## src/rtl/transport_tx_arbiter.sv

```systemverilog
// Shares the transport transmit port among session control, live audio and
// voicemail requesters, buffering their pulses and sequencing transport_busy.
module transport_tx_arbiter #(
  parameter int unsigned BUSY_TIMEOUT = 4,
  parameter int unsigned DROP_W       = 8
) (
  input  logic              clk,
  input  logic              reset,
  input  logic              ctl_valid,
  input  logic [15:0]       ctl_data,
  input  logic              aud_valid,
  input  logic [15:0]       aud_data,
  input  logic              vm_valid,
  input  logic [15:0]       vm_data,
  output logic              vm_ready,
  input  logic              flush,
  input  logic              transport_busy,
  output logic              tx_start,
  output logic [1:0]        tx_cmd,
  output logic [15:0]       tx_data,
  output logic              aud_busy,
  output logic [DROP_W-1:0] aud_drop_count,
  output logic              ctl_overflow,
  output logic [1:0]        arb_state
);

  typedef enum logic [1:0] {
    IDLE      = 2'd0,
    WAIT_BUSY = 2'd1,
    WAIT_DONE = 2'd2
  } state_e;

  localparam logic [1:0] CMD_NONE = 2'b00;
  localparam logic [1:0] CMD_CTL  = 2'b01;
  localparam logic [1:0] CMD_AUD  = 2'b10;
  localparam logic [1:0] CMD_VM   = 2'b11;
  localparam int unsigned TW = $clog2(BUSY_TIMEOUT + 1);

  state_e      state_q, state_d;
  logic [TW-1:0] timer_q, timer_d;
  logic        tx_start_q, tx_start_d;
  logic [1:0]  tx_cmd_q, tx_cmd_d;
  logic [15:0] tx_data_q, tx_data_d;
  logic        rr_vm_q, rr_vm_d;   // 1: last audio-class grant went to voicemail

  logic [15:0] ctl_mem_q [2];
  logic        ctl_wr_q, ctl_rd_q;
  logic [1:0]  ctl_cnt_q, ctl_cnt_d;
  logic        ctl_ovf_q;
  logic        aud_full_q;
  logic [15:0] aud_data_q;
  logic [DROP_W-1:0] drop_q;
  logic        vm_full_q;
  logic [15:0] vm_data_q;

  logic pop_ctl, pop_aud, pop_vm;
  logic ctl_accept, aud_push, aud_drop, vm_accept;

  // Arbitration and transport handshake
  always_comb begin
    state_d    = state_q;
    timer_d    = timer_q;
    tx_start_d = 1'b0;
    tx_cmd_d   = tx_cmd_q;
    tx_data_d  = tx_data_q;
    rr_vm_d    = rr_vm_q;
    pop_ctl    = 1'b0;
    pop_aud    = 1'b0;
    pop_vm     = 1'b0;
    case (state_q)
      IDLE: begin
        if (!transport_busy && ctl_cnt_q != 2'd0) begin
          pop_ctl   = 1'b1;
          tx_cmd_d  = CMD_CTL;
          tx_data_d = ctl_mem_q[ctl_rd_q];
        end else if (!transport_busy && aud_full_q && (!vm_full_q || rr_vm_q)) begin
          pop_aud   = 1'b1;
          tx_cmd_d  = CMD_AUD;
          tx_data_d = aud_data_q;
          rr_vm_d   = 1'b0;
        end else if (!transport_busy && vm_full_q) begin
          pop_vm    = 1'b1;
          tx_cmd_d  = CMD_VM;
          tx_data_d = vm_data_q;
          rr_vm_d   = 1'b1;
        end else begin
          tx_cmd_d  = CMD_NONE;
        end
        if (pop_ctl || pop_aud || pop_vm) begin
          tx_start_d = 1'b1;
          timer_d    = '0;
          state_d    = WAIT_BUSY;
        end
      end
      WAIT_BUSY: begin
        if (transport_busy) begin
          state_d = WAIT_DONE;
        end else begin
          timer_d = timer_q + 1'b1;
          if (timer_d == TW'(BUSY_TIMEOUT)) state_d = IDLE;
        end
      end
      WAIT_DONE: begin
        if (!transport_busy) state_d = IDLE;
      end
      default: state_d = IDLE;
    endcase
  end

  // Source acceptance; a full control FIFO still accepts when it pops this cycle
  always_comb begin
    ctl_accept = ctl_valid && (ctl_cnt_q != 2'd2 || pop_ctl);
    aud_push   = aud_valid && !flush;
    aud_drop   = aud_push && aud_full_q && !pop_aud;
    vm_accept  = vm_valid && !vm_full_q && !flush;
    ctl_cnt_d  = ctl_cnt_q;
    case ({ctl_accept, pop_ctl})
      2'b10:   ctl_cnt_d = ctl_cnt_q + 2'd1;
      2'b01:   ctl_cnt_d = ctl_cnt_q - 2'd1;
      default: ctl_cnt_d = ctl_cnt_q;
    endcase
  end

  always_ff @(posedge clk) begin
    if (reset) begin
      state_q    <= IDLE;
      timer_q    <= '0;
      tx_start_q <= 1'b0;
      tx_cmd_q   <= CMD_NONE;
      tx_data_q  <= '0;
      rr_vm_q    <= 1'b0;
      ctl_wr_q   <= 1'b0;
      ctl_rd_q   <= 1'b0;
      ctl_cnt_q  <= '0;
      ctl_ovf_q  <= 1'b0;
      aud_full_q <= 1'b0;
      aud_data_q <= '0;
      drop_q     <= '0;
      vm_full_q  <= 1'b0;
      vm_data_q  <= '0;
      ctl_mem_q[0] <= '0;
      ctl_mem_q[1] <= '0;
    end else begin
      state_q    <= state_d;
      timer_q    <= timer_d;
      tx_start_q <= tx_start_d;
      tx_cmd_q   <= tx_cmd_d;
      tx_data_q  <= tx_data_d;
      rr_vm_q    <= rr_vm_d;
      ctl_cnt_q  <= ctl_cnt_d;

      if (ctl_accept) begin
        ctl_mem_q[ctl_wr_q] <= ctl_data;
        ctl_wr_q            <= ~ctl_wr_q;
      end
      if (pop_ctl) ctl_rd_q <= ~ctl_rd_q;
      if (ctl_valid && !ctl_accept) ctl_ovf_q <= 1'b1;

      if (flush) begin
        aud_full_q <= 1'b0;
      end else if (aud_push) begin
        aud_full_q <= 1'b1;
        aud_data_q <= aud_data;
      end else if (pop_aud) begin
        aud_full_q <= 1'b0;
      end
      if (aud_drop && drop_q != '1) drop_q <= drop_q + 1'b1;

      if (flush) begin
        vm_full_q <= 1'b0;
      end else if (vm_accept) begin
        vm_full_q <= 1'b1;
        vm_data_q <= vm_data;
      end else if (pop_vm) begin
        vm_full_q <= 1'b0;
      end
    end
  end

  assign vm_ready       = !vm_full_q;
  assign tx_start       = tx_start_q;
  assign tx_cmd         = tx_cmd_q;
  assign tx_data        = tx_data_q;
  assign aud_busy       = aud_full_q;
  assign aud_drop_count = drop_q;
  assign ctl_overflow   = ctl_ovf_q;
  assign arb_state      = state_q;

endmodule

```

## config.mk

```make
export PLATFORM = sky130hd
export DESIGN_NAME = transport_tx_arbiter
export DESIGN_NICKNAME = d
export VERILOG_FILES = /design/src/rtl/transport_tx_arbiter.sv
export SDC_FILE = /design/constraint.sdc
export NUM_CORES = 1
export LEC_CHECK = 0
export CAP_MARGIN = 20
export CORE_ASPECT_RATIO = 1.25
export CORE_MARGIN = 2
export CORE_UTILIZATION = 58
export CTS_BUF_LIST = sky130_fd_sc_hd__clkbuf_2
export DETAILED_ROUTE_END_ITERATION = 10
export PLACE_DENSITY_LB_ADDON = 0.2
export SLEW_MARGIN = 20
export SYNTH_ARGS = -nofsm -noshare
export SYNTH_HDL_FRONTEND = slang
export SYNTH_SLANG_ARGS = --single-unit
```

## constraint.sdc

```tcl
create_clock -name clk -period 7.4 [get_ports clk]
set_clock_uncertainty 0.2 [all_clocks]
set_input_delay 0.74 -clock clk [delete_from_list [all_inputs] [get_ports clk]]
set_output_delay 0.74 -clock clk [all_outputs]
set_load 0.01 [all_outputs]
```

==> results of run 1 <==
synthesized netlist by cell type (3+ instances only):
cell type   n
nand2b_1    4
clkbuf_1   19
nor2b_1    18
dfxtp_1    73
xnor2_1     3
a2111oi_0  23
a21oi_1    42
buf_6       4
mux2i_1    17
ha_1        4
or3_1       3
a2111oi_1   9
xor2_1      3
edfxtp_1   32
o31ai_1     4
nand3_1     7
or4_1       5
buf_2       8
o21ai_0     5
and2_1     34
nand2_1    71
nor2_1     33
inv_1       6
worst max-delay path, stage by stage:
cell	delay, ns
clkdlybuf4s50_1	0.64
nor3_4	0.33
o21ai_1	0.26
nor3b_2	0.63
or2_2	0.44
flip-flops by register name, summed over array words and instances, names as in the netlist, 2 cells and up, named ones only:
register / cells
tx_data: 16
aud_data_q: 16
tx_cmd: 2
vm_data_q: 16
ctl_cnt_q: 2
arb_state: 2
ctl_mem_q: 32
timer_q: 3
aud_drop_count: 8
worst max-delay path by stage:
stage	startpoint	end	slack (ns)
finish	transport_busy	ctl_mem_q[1][6]	4.40
global route	transport_busy	ctl_mem_q[1][10]	4.23
CTS	transport_busy	ctl_mem_q[1][0]	4.40
detailed placement	transport_busy	ctl_mem_q[1][3]	3.80
global placement	transport_busy	ctl_mem_q[1][2]	3.96
floorplan	transport_busy	ctl_mem_q[0][0]	4.66
routing by layer:
layer | share of wire, % | vias to the layer above
met4 | 1.7 | 0
met3 | 5.7 | 14
met5 | 0 | -
met1 | 44 | 1693
li1 | - | 1767
met2 | 49 | 106
logic make-up after synthesis:
kind of cell	after synthesis
AO/OA/AOI/OAI	96
XOR/XNOR	6
adder cells (fa/ha/maj)	4
buffers and inverters	40
flip-flops	105
multiplexers	18
AND/OR/NAND/NOR	192
cells in the final DEF (no fill, tap or decap), types with 6 or more instances in the layout:
cell / count
a2111oi_0: 23
a2111oi_1: 9
a21oi_1: 42
and2_1: 34
clkbuf_2: 10
clkdlybuf4s50_1: 85
dfxtp_1: 73
edfxtp_1: 32
inv_1: 6
mux2i_1: 17
nand2_1: 71
nand3_1: 7
nor2_1: 33
nor2b_1: 18
cell type report:
class,instances,area (um2)
sequential,105,2422
fill,611,2175
multi-input combinational,316,1952
timing repair buffer,91,893.4
tap,95,118.9
clock inverter,6,68.82
clock buffer,10,50.05
inverter,6,22.52
power groups by stage:
stage                     Clock [uW]  Sequential, uW  Combinational, uW
final                            269             731                321
after global routing             299             740                354
after CTS                        272             730                322
after detailed placement           0             741                321
after global placement             0             738                310
after floorplan                    0             727                199
per-stage QoR:
step                utilization [%]  instance area (um2)  hold WS [ns]
floorplan                         -                 4558        0.2357
global placement              70.16                 5404        0.2414
detailed placement            70.16                 5404        0.2475
CTS                           71.70                 5523        0.2752
global route                  71.77                 5528        0.2932
finish                        71.77                 5528        0.2755
==> results.md, run 1 <==
Outcome:
- The run finished with clean final reports.

Placed design:
- The worst-case setup slack after placement is 3.800 ns.
- The number of buffer cells added on primary ports is 86.
- Including well taps, the total number of placed cells is approximately 610.
- The placed wire-length estimate is around 7.1 mm.
- The congestion estimate from routability-driven global placement came to roughly 0.79.

STA:
- The final-report setup violation count is 0.
- Setup repair after global routing left no endpoint under its margin.
- The share of the clock period used by the worst path is 40.54%.
- The worst setup margin is roughly 4.4 ns.
- The final setup TNS is 0 ns.
- The slew at the pin closest to its max-slew limit is around 0.9 ns.
- In this run the tightest slew margin relative to its limit is 41.54%.
- The final-report max-slew violation count is 0.
- The worst path in the final design needs a cycle of 3.000 ns, including I/O delays and setup.
- The total count of hold-check failures in the final report came to 0.
- Static timing analysis puts the maximum clock frequency at ~330 MHz.

Floorplanning:
- The width of the die is ~83 um.
- For this design the top-level I/O count stands at a little under 90.
- The area of the core is around 0.0077 mm2.
- The height of the die is 103.1 um.
- After floorplanning, the core was divided into 36 placement rows.
- The die area is 0.008588 mm2.
- The initial utilization of the core area, before any placement, comes to 59.18%.

Critical path:
- The register-to-register setup slack is about 4.7 ns.
- In this run the critical register-to-register path is captured at ctl_mem_q[1][6].
- At the worst endpoint, the required time is between 7 and 8 ns.
- Along the worst path, the maximum fanout reaches 17.
- The endpoint kind of the worst setup timing path is a flop.
- The worst register-to-register path begins at arb_state[0].
- Data arrives at the worst endpoint at 3.04 ns.
- The critical path is of the in2reg type.
- For the worst flop-to-flop path, the logic depth is 4.
- The element type at the critical path start is an input port.

Job:
- Max-cap violations in this run came to 0.

Route:
- The first detailed-routing pass ran for 4 iterations.
- After the first detailed-routing iteration, the DRC count stood at around 190.
- Summed over all layers, the routed wires come to ~10 mm.
- The number of routed nets with antenna violations is 0.
- In the final routed layout, each cell accounts on average for about 16 um.
- Using the TritonRoute via totals, the vias-per-cell ratio works out to ~5.7.
- The post-route DRC violation count is 0.
- The via total after detailed routing is ~3600.

Global route:
- The number of antenna violations at the first check in global routing was 0.
- After global routing the overflow that remains totals 0.
- For met2 alone, demand over resource in global routing was between 40% and 50%.
- The via count of the first global-routing pass is between 3000 and 4000.
- For this run, global-route usage on met3 was measured as between 4 and 5%.
- The first global-routing pass estimated about 16 mm of wire.
- The met1 demand-to-capacity share in global routing is between 30% and 40%.
- The pin count of the biggest net entering global routing is 80.
- Global routing consumed, over all layers together, 23.73% of the routing resources.
- The most used routing layer is met2.

Clocking:
- The clock insertion delay at the later pin of the skew report is 0.57 ns.
- After clock tree synthesis, the setup repair step added 0 buffers.
- TritonCTS built the clock tree.
- The clock sink total is ~110.
- After clock tree synthesis, the clock-pin slew on the worst setup and hold paths is 0.30 ns.
- The clock tree synthesis step divided the H-tree into 3 levels.
- The number of gates resized after CTS is 0.
- The post-cts hold buffer count is 0.
- Buffers inserted during clock tree synthesis total 9.
- The clock root buffer is clkbuf_2.
- The clock passes through at most 2 buffers.

Min path:
- The path class of the tightest hold or removal check is reg2reg.
- The startpoint identified for the worst hold timing path is vm_data_q[2].
- The count of cells along the worst hold path is 2.
- The sink of the worst hold path is vm_data_q[2].

Power:
- The sequential group share of total power is between 50% and 60%.
- Of the total power, combinational logic draws ~24%.
- The fraction of power spent switching nets is slightly above 30%.
- The power density normalized to cell area is ~240 mW/mm2.
- The internal portion of total power is just over 900 uW.
- The clock network fraction of design power is around 20%.
- The leakage component of the power is around 0.0019 uW.
- The net switching power of the design is 410.2 uW.
- The peak supply drop is roughly 0.16 mV.
- The total power is approximately 1300 uW.

Logic synthesis:
- After synthesis, the cell types taking the most area are dfxtp_1, edfxtp_1, nand2_1.
- The share of flip-flops with an asynchronous set or reset is 0%.
- The cell area after synthesis is between 0.004 and 0.005 mm2.
- The mean instance size in the synthesized netlist is 9.887 um2.
- Counting every instance in the synthesized netlist gives 461.
- The post-synthesis share of cell area spent on and, or, nand and nor gates is 21.27%.
- Summing the areas of all compound-gate instances in the mapped netlist gives approximately 15% of the synthesized area.
- The cell type with the highest aggregate area in the netlist is dfxtp_1.
- The portion of synthesized area spent on multiplexers is 4.063%.
- The share of synthesized cell area in full adder, half adder and majority cells is about 1.1%.
- The total of warnings raised by yosys is 0.
- The post-synthesis cell type count is 49.
- The number of flops mapped to enable cells by yosys is 32.
- After synthesis, the largest area contributor takes up around 32% of total cell area.
- The main combinational cell family by area after synthesis is simple AND/OR/NAND/NOR gates.
- The sequential fraction of the synthesis area is between 50% and 60%.
- After Yosys synthesis, XOR and XNOR cells account for under 10% of the synthesized area.
- The leading register cell type out of synthesis is dfxtp_1.
- The number of nets handed over by synthesis was 520.
- Counting flops and latches in the post-synthesis netlist gives about 110.

Layout:
- Of the cells placed in the final design, the portion with a size suffix greater than 1 is 6.367%.
- The non-filler instance count after layout is ~630.
- The net count of the finished layout is between 500 and 600.
- Relative to the synthesized area, the layout overhead comes to 21.27%.
- 0 antenna diodes ended up in the layout.
Power figures use the tool's default switching activity.
==> run 2: changes to the inputs <==
--- a/config.mk
+++ b/config.mk
@@ -8,7 +8,7 @@
 export CAP_MARGIN = 20
 export CORE_ASPECT_RATIO = 1.25
 export CORE_MARGIN = 2
-export CORE_UTILIZATION = 58
+export CORE_UTILIZATION = 49
 export CTS_BUF_LIST = sky130_fd_sc_hd__clkbuf_2
 export DETAILED_ROUTE_END_ITERATION = 10
 export PLACE_DENSITY_LB_ADDON = 0.2
==> constraint.sdc (replaced) <==
create_clock -name clk -period 2.5 [get_ports clk]
set_clock_uncertainty 0.2 [all_clocks]
set_input_delay 0.25 -clock clk [delete_from_list [all_inputs] [get_ports clk]]
set_output_delay 0.25 -clock clk [all_outputs]
set_load 0.01 [all_outputs]
==> results.md, run 2 (synthesis results as in run 1) <==
Outcome:
- The run finished with clean final reports.

STA:
- The slew at the pin closest to its max-slew limit is 0.7075 ns (-0.1681 ns).
- The share of the clock period used by the worst path is 91.87%.
- The worst slew slack as a fraction of its limit is 52.57% (+11 points).
- Setup repair after global routing left no endpoint under its margin.
- The post-route minimum period is approximately 2.3 ns.
- The total count of hold-check failures in the final report was 0 (unchanged).
- The upper clock frequency limit is between 400 and 500 MHz.
- The final-report setup violation count is 0 (unchanged).
- The final-report max-slew violation count is 0 (unchanged).
- The final setup TNS is 0 ns (unchanged).

Power:
- The leakage component of the power is 0.002114 uW (+11%).
- The peak supply drop came to 0.3654 mV (+130%).
- The power density normalized to cell area is 673.1 mW/mm2 (+180%).

Global route:
- The pin count of the biggest net entering global routing was 44 (-45%).
- The total grt overflow was 0 (unchanged).
- The via count of the first global-routing pass is 3688 (+7.0%).
- The global-route wire length before repair is 17.62 mm (+8.6%).
- The global routing usage summed across all routing layers is 21.52% (-2.2 points).
- The number of antenna violations at the first check in global routing is 0 (unchanged).

Floorplanning:
- The width of the die is 90.27 um (+8.4%).
- The die area was 0.01009 mm2 (+18%).
- The number of standard-cell rows in the floorplan is 39 (+8.3%).
- The height of the die is 111.8 um (+8.5%).
- The total I/O pin count is 87 (unchanged).
- The effective utilization at floorplan was 50.22% (-9.0 points).
- The area of the core was 0.009076 mm2 (+18%).

Critical path:
- In this design, the largest share of critical-path delay is due to buffers and inverters.
- The highest fanout seen on the critical path is 9 (-8).
- The stage delay of the slowest cell on the critical path was 0.54 ns (-0.10 ns).
- The endpoint kind of the worst setup timing path is an output pin.
- On the critical path, the stage with the largest delay is an instance of clkdlybuf4s50_1.
- The arrival time at the worst endpoint is 1.85 ns (-1.19 ns).
- The critical path buffer and inverter count is 2 (+1).
- The critical path goes through buf_4 > clkdlybuf4s50_1.
- STA classifies the critical path startpoint as a flop.
- The worst setup path is of the reg2out kind.
- The worst endpoint required time was 2.05 ns (-5.39 ns).

Job:
- The count of maximum capacitance violations is 0 (unchanged).

Clocking:
- The number of buffers inserted during clock tree synthesis is 9 (unchanged).
- The clock sink total is 105 (unchanged).
- The clock tree buffer depth was 2 (unchanged).
- The level count of the clock H-tree is 3 (unchanged).
- The TritonCTS clock tree is built.
- The post-CTS clock slew at the launch and capture registers of the worst setup and hold paths was 0.28 ns (-0.02 ns).
- The clock root buffer is clkbuf_2.
- The clock insertion delay at the later pin of the skew report was 0.56 ns (about the same).

Layout:
- The register bank with the most flops is ctl_mem_q.
- The number of flip-flops under the largest register name came to 32 (unchanged).
- The area growth from synthesis to final layout is 31.38%.
- In the layout the commonest cells are clkdlybuf4s50_1, dfxtp_1, nand2_1.
- The proportion of layout cells with a drive suffix above 1 is 8.448% (+2.1 points).
- Leaving out fill and tap cells, the most frequent cell in the layout is clkdlybuf4s50_1.
- The non-filler instance count after layout is 703 (+12%).
- The number of fill cells in the layout came to 748 (+22%).
- The final non-filler cell area is 0.005988 mm2 (+8.3%).
- The final net count is 634 (+7.8%).
- The count of inserted antenna diode cells is 0 (unchanged).

Placed design:
- The placed wire-length estimate is 7.398 mm (+3.5%).
- The placer's final routability congestion estimate came to 0.8412 (+6.2%).
- The number of buffer cells added on primary ports is 86 (unchanged).
- The placed standard-cell area was 0.005552 mm2 (+2.7%).
- The number of placed instances, taps included is 656 (+7.0%).

Route:
- The total wire length came to 10.54 mm (+6.1%).
- The number of optimization iterations in the first detailed-route pass is 4 (unchanged).
- The post-route DRC violation count is 0 (unchanged).
- The DRC violation total after the first TritonRoute iteration is 266 (+41%).
- The number of routed nets with antenna violations is 0 (unchanged).
- The routed length per instance is 14.99 um (-5.1%).
- The routed via count divided by cell count is 5.273 (-7.4%).
- The via total after detailed routing is 3707 (+3.5%).

Min path:
- The class of the worst hold path is in2reg.
-- run 2: tightest hold or removal path, cell delays in order --
cell             delay (ns)
clkdlybuf4s50_1        0.41
nand2_1                0.06
a21oi_1                0.05
-- run 2: final timing paths --
kind | cells past startpoint | slack [ns] | to | from
max | 2 | 0.20 | arb_state[0] | arb_state[0]
min | 3 | 0.04 | vm_data_q[8] | vm_data[8]
max reg2reg | 5 | 0.29 | ctl_mem_q[1][10] | arb_state[0]
min reg2reg | 2 | 0.27 | vm_data_q[11] | vm_data_q[11]
-- run 2: metrics by stage --
step	setup WS [ns]	total power [uW]	hold WS, ns	utilization, %
3_5_place_dp	-0.2385	3203	0.2464	61.17
5_1_grt	0.06857	4254	0.003769	65.98
6_report	0.2033	4030	0.03640	65.98
3_3_place_gp	-0.07809	3164	0.2420	61.17
2_1_floorplan	0.09019	2741	0.1228	-
4_1_cts	0.1694	4043	0.0003444	65.21
-- run 2: report_power, final --
| group | total [uW] | internal, uW | switching [uW] |
|---|---|---|---|
| Sequential | 2110 | 1980 | 129 |
| Combinational | 1100 | 544 | 556 |
| Clock | 822 | 243 | 579 |
-- run 2: routing by layer --
| layer | up-vias | part of all wire [%] | GRT usage [%] | routed length [um] |
|---|---|---|---|---|
| met4 | 0 | 0.90 | 6.154 | 95 |
| met3 | 8 | 4.6 | 4.330 | 482 |
| met1 | 1750 | 44 | 27.97 | 4668 |
| met5 | - | 0 | 0 | 0 |
| li1 | 1857 | - | - | - |
| met2 | 92 | 50 | 36.59 | 5293 |
-- run 2: layout make-up --
class / instances / area (um2) / area share [%]
Sequential cell: 105 / 2422 / 40.45
Multi-Input combinational cell: 316 / 1952 / 32.60
Inverter: 6 / 22.52 / 0.3761
Tap cell: 123 / 153.9 / 2.570
Timing Repair Buffer: 137 / 1316 / 21.98
Clock inverter: 7 / 76.32 / 1.275
Clock buffer: 9 / 45.04 / 0.7522
-- run 2: timing repair --
item,CTS,global route
setup buffers,0,0
gates resized for setup,1,0
hold endpoints to repair,21,7
hold buffers,24,7
setup endpoints to repair,1,0
